File: src/rtl/shift_register_mem_controller_if.sv
// Request/response bus between a requester and the shift-register memory controller.
interface shift_register_mem_controller_if #(
    parameter int DATA_WIDTH    = 8,
    parameter int ADDRESS_WIDTH = 4
) ();
    logic                     req_valid;
    logic                     req_ready;
    logic                     req_write;
    logic [ADDRESS_WIDTH-1:0] req_addr;
    logic [DATA_WIDTH-1:0]    req_wdata;
    logic                     rsp_valid;
    logic [DATA_WIDTH-1:0]    rsp_rdata;
    logic                     rsp_err;

    modport master (
        output req_valid, req_write, req_addr, req_wdata,
        input  req_ready, rsp_valid, rsp_rdata, rsp_err
    );

    modport slave (
        input  req_valid, req_write, req_addr, req_wdata,
        output req_ready, rsp_valid, rsp_rdata, rsp_err
    );
endinterface

File: src/rtl/shift_register_mem_controller.sv
// Random-access word memory built from an external ring of serial shift registers.
// The internal buffer is one slot of the ring; a seek rotates the ring until the target slot sits in it.
module shift_register_mem_controller #(
    parameter int DATA_WIDTH    = 8,
    parameter int LANES         = 1,
    parameter int NUM_WORDS     = 4,
    parameter int ADDRESS_WIDTH = 4
) (
    input  logic                           clk,
    input  logic                           rst_n,
    shift_register_mem_controller_if.slave bus,
    input  logic [LANES-1:0]               ser_in,
    output logic [LANES-1:0]               ser_out,
    output logic                           ser_clk,
    output logic                           ser_latch,
    output logic                           ser_clr_n,
    output logic [ADDRESS_WIDTH-1:0]       head,
    output logic                           busy
);
    localparam int BPW  = DATA_WIDTH / LANES;
    localparam int RING = NUM_WORDS + 1;
    localparam int BCW  = (BPW > 1) ? $clog2(BPW) : 1;
    localparam logic [ADDRESS_WIDTH:0]   RING_EXT  = (ADDRESS_WIDTH + 1)'(RING);
    localparam logic [ADDRESS_WIDTH-1:0] LAST_SLOT = ADDRESS_WIDTH'(RING - 1);
    localparam logic [BCW-1:0]           LAST_BIT  = BCW'(BPW - 1);

    typedef enum logic [1:0] {IDLE, SHIFT, ACCESS, RESP} state_t;

    state_t                   state_reg, state_next;
    logic [ADDRESS_WIDTH-1:0] head_reg, head_next;
    logic [ADDRESS_WIDTH-1:0] words_left_reg, words_left_next;
    logic [BCW-1:0]           bit_cnt_reg, bit_cnt_next;
    logic                     phase_reg, phase_next;
    logic [DATA_WIDTH-1:0]    buffer_reg, buffer_next;
    logic [DATA_WIDTH-1:0]    wdata_reg, wdata_next;
    logic                     write_reg, write_next;
    logic [DATA_WIDTH-1:0]    rdata_reg, rdata_next;
    logic                     rsp_valid_reg, rsp_valid_next;
    logic                     rsp_err_reg, rsp_err_next;
    logic                     ser_clk_reg, ser_clk_next;
    logic                     ser_latch_reg, ser_latch_next;
    logic                     ser_clr_n_reg;

    logic [DATA_WIDTH-1:0]    shifted;
    logic [ADDRESS_WIDTH:0]   addr_ext, head_ext, dist_ext;
    logic                     accept, addr_bad;

    // Each lane rotates right: LSB leaves on ser_out, chain return enters at the MSB.
    genvar gi;
    generate
        for (gi = 0; gi < LANES; gi++) begin : g_lane
            logic [BPW-1:0] lane;
            assign lane                    = buffer_reg[gi*BPW +: BPW];
            assign shifted[gi*BPW +: BPW]  = (lane >> 1) | (BPW'(ser_in[gi]) << (BPW - 1));
            assign ser_out[gi]             = buffer_reg[gi*BPW];
        end
    endgenerate

    // One extra bit keeps addr + RING - head from overflowing when RING == 2^ADDRESS_WIDTH.
    assign addr_ext = {1'b0, bus.req_addr};
    assign head_ext = {1'b0, head_reg};
    assign addr_bad = (addr_ext >= RING_EXT);
    assign dist_ext = (addr_ext >= head_ext) ? (addr_ext - head_ext)
                                             : (addr_ext + RING_EXT - head_ext);
    assign accept   = bus.req_valid && bus.req_ready;

    always_comb begin
        state_next      = state_reg;
        head_next       = head_reg;
        words_left_next = words_left_reg;
        bit_cnt_next    = bit_cnt_reg;
        phase_next      = phase_reg;
        buffer_next     = buffer_reg;
        wdata_next      = wdata_reg;
        write_next      = write_reg;
        rdata_next      = rdata_reg;
        rsp_valid_next  = 1'b0;
        rsp_err_next    = 1'b0;
        case (state_reg)
            IDLE: begin
                if (accept) begin
                    if (addr_bad) begin
                        rsp_valid_next = 1'b1;
                        rsp_err_next   = 1'b1;
                        rdata_next     = '0;
                    end else begin
                        write_next      = bus.req_write;
                        wdata_next      = bus.req_wdata;
                        words_left_next = dist_ext[ADDRESS_WIDTH-1:0];
                        bit_cnt_next    = '0;
                        phase_next      = 1'b0;
                        state_next      = (dist_ext == '0) ? ACCESS : SHIFT;
                    end
                end
            end
            SHIFT: begin
                phase_next = ~phase_reg;
                if (phase_reg) begin
                    buffer_next = shifted;
                    if (bit_cnt_reg == LAST_BIT) begin
                        bit_cnt_next    = '0;
                        head_next       = (head_reg == LAST_SLOT) ? '0 : head_reg + ADDRESS_WIDTH'(1);
                        words_left_next = words_left_reg - ADDRESS_WIDTH'(1);
                        if (words_left_reg == ADDRESS_WIDTH'(1)) begin
                            state_next = ACCESS;
                        end
                    end else begin
                        bit_cnt_next = bit_cnt_reg + BCW'(1);
                    end
                end
            end
            ACCESS: begin
                rdata_next     = buffer_reg;
                if (write_reg) begin
                    buffer_next = wdata_reg;
                end
                rsp_valid_next = 1'b1;
                state_next     = RESP;
            end
            RESP: begin
                state_next = IDLE;
            end
            default: begin
                state_next = IDLE;
            end
        endcase
    end

    // Strobes are registered from the next state so they line up with the state they belong to.
    assign ser_clk_next   = (state_next == SHIFT) && phase_next;
    assign ser_latch_next = (state_next == ACCESS);

    always_ff @(posedge clk) begin
        if (!rst_n) begin
            state_reg      <= IDLE;
            head_reg       <= '0;
            words_left_reg <= '0;
            bit_cnt_reg    <= '0;
            phase_reg      <= 1'b0;
            buffer_reg     <= '0;
            wdata_reg      <= '0;
            write_reg      <= 1'b0;
            rdata_reg      <= '0;
            rsp_valid_reg  <= 1'b0;
            rsp_err_reg    <= 1'b0;
            ser_clk_reg    <= 1'b0;
            ser_latch_reg  <= 1'b0;
            ser_clr_n_reg  <= 1'b0;
        end else begin
            state_reg      <= state_next;
            head_reg       <= head_next;
            words_left_reg <= words_left_next;
            bit_cnt_reg    <= bit_cnt_next;
            phase_reg      <= phase_next;
            buffer_reg     <= buffer_next;
            wdata_reg      <= wdata_next;
            write_reg      <= write_next;
            rdata_reg      <= rdata_next;
            rsp_valid_reg  <= rsp_valid_next;
            rsp_err_reg    <= rsp_err_next;
            ser_clk_reg    <= ser_clk_next;
            ser_latch_reg  <= ser_latch_next;
            ser_clr_n_reg  <= 1'b1;
        end
    end

    // ser_clr_n doubles as the out-of-reset flag so req_ready stays low through reset.
    assign bus.req_ready = (state_reg == IDLE) && ser_clr_n_reg;
    assign bus.rsp_valid = rsp_valid_reg;
    assign bus.rsp_rdata = rdata_reg;
    assign bus.rsp_err   = rsp_err_reg;
    assign ser_clk       = ser_clk_reg;
    assign ser_latch     = ser_latch_reg;
    assign ser_clr_n     = ser_clr_n_reg;
    assign head          = head_reg;
    assign busy          = (state_reg != IDLE);
endmodule

File: src/flat_wrapper.sv
// flat-port wrapper written by rule: the top's interface ports become plain ports
module shift_register_mem_controller_flat 
#(
    parameter int DATA_WIDTH    = 8,
    parameter int LANES         = 1,
    parameter int NUM_WORDS     = 4,
    parameter int ADDRESS_WIDTH = 4
)
  (clk, rst_n, ser_in, ser_out, ser_clk, ser_latch, ser_clr_n, head, busy, bus_req_valid, bus_req_write, bus_req_addr, bus_req_wdata, bus_req_ready, bus_rsp_valid, bus_rsp_rdata, bus_rsp_err);
  shift_register_mem_controller_if #(.DATA_WIDTH(DATA_WIDTH), .ADDRESS_WIDTH(ADDRESS_WIDTH)) bus_i ();
  input  logic clk;
  input  logic rst_n;
  input  logic [LANES-1:0] ser_in;
  output logic [LANES-1:0] ser_out;
  output logic ser_clk;
  output logic ser_latch;
  output logic ser_clr_n;
  output logic [ADDRESS_WIDTH-1:0] head;
  output logic busy;
  input wire logic [$bits(bus_i.req_valid)-1:0] bus_req_valid;
  input wire logic [$bits(bus_i.req_write)-1:0] bus_req_write;
  input wire logic [$bits(bus_i.req_addr)-1:0] bus_req_addr;
  input wire logic [$bits(bus_i.req_wdata)-1:0] bus_req_wdata;
  output wire logic [$bits(bus_i.req_ready)-1:0] bus_req_ready;
  output wire logic [$bits(bus_i.rsp_valid)-1:0] bus_rsp_valid;
  output wire logic [$bits(bus_i.rsp_rdata)-1:0] bus_rsp_rdata;
  output wire logic [$bits(bus_i.rsp_err)-1:0] bus_rsp_err;
  assign bus_i.req_valid = bus_req_valid;
  assign bus_i.req_write = bus_req_write;
  assign bus_i.req_addr = bus_req_addr;
  assign bus_i.req_wdata = bus_req_wdata;
  assign bus_req_ready = bus_i.req_ready;
  assign bus_rsp_valid = bus_i.rsp_valid;
  assign bus_rsp_rdata = bus_i.rsp_rdata;
  assign bus_rsp_err = bus_i.rsp_err;
  shift_register_mem_controller #(.DATA_WIDTH(DATA_WIDTH), .LANES(LANES), .NUM_WORDS(NUM_WORDS), .ADDRESS_WIDTH(ADDRESS_WIDTH)) u_core (.clk(clk), .rst_n(rst_n), .bus(bus_i), .ser_in(ser_in), .ser_out(ser_out), .ser_clk(ser_clk), .ser_latch(ser_latch), .ser_clr_n(ser_clr_n), .head(head), .busy(busy));
endmodule
File: config.mk
export PLATFORM = sky130hd
export DESIGN_NAME = shift_register_mem_controller_flat
export DESIGN_NICKNAME = d
export VERILOG_FILES = /design/src/rtl/shift_register_mem_controller_if.sv /design/src/rtl/shift_register_mem_controller.sv /design/src/flat_wrapper.sv
export SDC_FILE = /design/constraint.sdc
export NUM_CORES = 1
export LEC_CHECK = 0
export BUFFER_PORTS_ARGS = -buffer_cell sky130_fd_sc_hd__buf_2
export CAP_MARGIN = 20
export CORE_MARGIN = 5
export CORE_UTILIZATION = 57
export CTS_CLUSTER_DIAMETER = 200
export DETAILED_ROUTE_END_ITERATION = 10
export GPL_ROUTABILITY_DRIVEN = 0
export HOLD_SLACK_MARGIN = 0.05
export PLACE_DENSITY = 0.8
export RECOVER_POWER = 25
export SLEW_MARGIN = 10
export SYNTH_ARGS = -nofsm -noshare
export SYNTH_HDL_FRONTEND = slang
export SYNTH_SLANG_ARGS = --single-unit
File: constraint.sdc
create_clock -name clk -period 2.68 [get_ports clk]
set_input_delay 0 -clock clk [delete_from_list [all_inputs] [get_ports clk]]
set_output_delay 0 -clock clk [all_outputs]
set_load 0.02 [all_outputs]
==> metrics.md <==
| Metric | Value |
|---|---|
| Final ANT Viol Nets | 0 |
| Most common library cells after synthesis | 44 x dfxtp_1, 35 x nand2_1, 26 x nor2_1 |
| Lkg Pwr | 1.13 nW |
| Crit path cell chain | ha_1 > inv_1 > ha_1 > inv_1 > fa_1 > nand2b_1 > a211o_1 > a21oi_1 > o21a_1 > a211oi_2 |
| Status | finished clean |
| Number of setup violations in the final report | 0 |
| PortBufs | 36 |
| Multi-input combinational cell area | 1460 µm² |
| Storage cell area | 882 µm² |
| Worst skew pair latency | 0.31 ns |
| # fillers | 377 |
| Remaining DRCs | 0 |
| Cells after synthesis | 294 |
| Die Height | 76.3 µm |
| Core area | 4320 µm² |
| Share of layout cells above drive strength 1 | 0.133 |
| Critical Path Fanout Max | 7 |
| Synthesis-to-finish area growth | 15.6% |
| Max transition margin | 0.549 |
| Critical-path top delay cell | fa_1 |
| Total grt overflow | 0 |
| Synth Area per Inst | 8.52 µm² |
| Ports | 37 |
| Max Cap Violations | 0 |
| Worst-Margin Slew | 0.676 ns |
| Synth area leaders | dfxtp_1 35%, ha_1 9.5%, nand2_1 5.2%, a21oi_1 5.0%, nor2_1 3.9% |
| Data arrival, critical path | 2.66 ns |
| Wire per inst | 14.6 µm |
| Total global routing track utilization | 0.198 |
| Sequential-to-total area share from yosys stat | 0.351 |
| Initial antenna violation count | 0 |
| Number of global-route vias before repair | 2,082 |
| Fin Clk Skew | 0.00487 ns |
| Syn_nets | 332 |
| Core Rows | 24 |
| Post-synth top area share | 0.351 |
| RSZ-0062 raised after global routing | false |
| Die ar. | 5820 µm² |
| HP Class | input port to register |
| Seq cells post-synth | 44 |
| Yosys warns | 0 |
| Area leader, netlist | dfxtp_1 |
| Chip width | 76.3 µm |
| Final core occ | 0.670 |
| WP data required | 2.86 ns |
| Sum Neg Setup Slack | 0 ns |
| Vias per std cell | 5.70 |
| Yosys cell types | 60 |
| CTS root buf | clkbuf_8 |
| Number of flops mapped to enable cells by yosys | 0 |
| Final nets | 376 |
| Top_reg_cell synth | dfxtp_1 |
| First-pass GRT wire length | 9.59 mm |
| Peak VDD IR | 0.501 mV |
| Setup bufs post-CTS | 0 |
| FFs w/ async S/R, synth | 0 |
| Worst-case clock buffer depth | 2 |
| Mapped Area | 2510 µm² |
| Delay of the slowest critical-path stage | 0.51 ns |
| Post-DP HPWL | 4.04 mm |
| Worst hold slack | 0.180 ns |
| Via count | 2,227 |
| CTS Sinks | 44 |
| Clock slew at reported path FFs | 0.08 ns |
| H-Tree Level Count | 2 |
| Hold Vio Cnt, Final | 0 |
| Cts bufs inserted | 5 |
| First-pass DRT Iterations | 5 |
| Critical Path Source Type | register |
| Final min period | 2.48 ns |
| Final Max Slew Viols | 0 |
| Starting Density | 0.580 |
| N_diodes | 0 |
| Period utilization | 0.926 |
| Cell area power density | 757 nW/µm² |
| Total routed wirelength | 5.70 mm |
| Worst Setup End Kind | register |
| CP Class | register to register |
| Max frequency | 403 MHz |
| Drt initial violations | 161 |
| Most common cell in the synthesized netlist | dfxtp_1 |
| Largest net degree at the start of global routing | 34 |
| CTS tree | built |
[timing repair]
action | in CTS | in global routing
setup endpoints to repair | 0 | 1
hold endpoints to repair | 12 | 0
hold buffers | 11 | 0
gates resized for setup | 0 | 1
[layout by cell type (no fill, tap or decap), types with 5 or more instances in the layout]
master / count
a21oi_1: 25
inv_1: 20
nand3_1: 8
nand2b_1: 5
a22oi_1: 9
o21ai_0: 8
dfxtp_1: 43
clkbuf_8: 5
clkbuf_1: 15
nand2_1: 35
dlygate4sd3_1: 11
mux2i_1: 8
ha_1: 19
nor3_1: 5
nor2_1: 26
a211oi_1: 11
buf_2: 21
[kinds of logic (layout without fill, tap and decap cells)]
logic type,count (synthesis),in the layout,synth area share
AO/OA/AOI/OAI,84,84,0.238
XOR/XNOR,2,2,0.00699
adder cells (fa/ha/maj),21,21,0.111
buffers and inverters,34,79,0.0649
flip-flops,44,44,0.351
multiplexers,8,8,0.0320
AND/OR/NAND/NOR,101,101,0.196
[cell type report]
class,count,share of cell area
clock buffers,5,0.0237
inverters,21,0.0272
clock inverters,3,0.0160
multi-input cells,216,0.505
flip-flops and latches,44,0.304
well taps,52,0.0225
repair buffers,50,0.101
[final timing paths]
path	startpoint	endpoint	slack (ns)	cells past startpoint
max	u_core.head[1]$_SDFFE_PN0P_	u_core.state_reg[0]$_SDFF_PN0_	0.20	10
min	bus_req_addr[3]	u_core.bus.rsp_valid$_SDFF_PN0_	0.18	4
max reg2reg	u_core.head[1]$_SDFFE_PN0P_	u_core.state_reg[0]$_SDFF_PN0_	0.20	10
min reg2reg	u_core.wdata_reg[4]$_SDFFE_PN0P_	u_core.wdata_reg[4]$_SDFFE_PN0P_	0.46	2
[stage by stage]
step / cells / total power [mW] / instance area, µm² / worst slack, ns
3_3_place_gp: 372 / 1.65 / 2690 / 0.272
4_1_cts: 391 / 2.19 / 2920 / 0.133
2_1_floorplan: 294 / 1.50 / 2510 / 0.230
3_5_place_dp: 372 / 1.66 / 2690 / 0.152
6_report: 391 / 2.19 / 2900 / 0.200
5_1_grt: 391 / 2.35 / 2900 / 0.102
[metal layers]
layer,wire (µm),up-vias,global-route usage
li1,-,1130,-
met1,2560,1028,0.257
met2,2790,59,0.330
met3,264,10,0.0390
met4,90,0,0.0647
met5,0,-,0
[worst max-delay path: cells and delay by family (launching register included)]
kind	cells	cell delay (ns)
AO/OA/AOI/OAI	4	0.75
adder cells (fa/ha/maj)	3	1.02
buffers and inverters	2	0.14
flip-flops	1	0.37
AND/OR/NAND/NOR	1	0.07
[power by group]
part / internal (mW) / leakage (nW) / switching, mW
combinational: 0.317 / 0.719 / 0.517
clock: 0.281 / 0.0548 / 0.244
sequential: 0.757 / 0.358 / 0.0771
total: 1.35 / 1.13 / 0.839
Note: power is estimated with default switching activity, not from simulation.
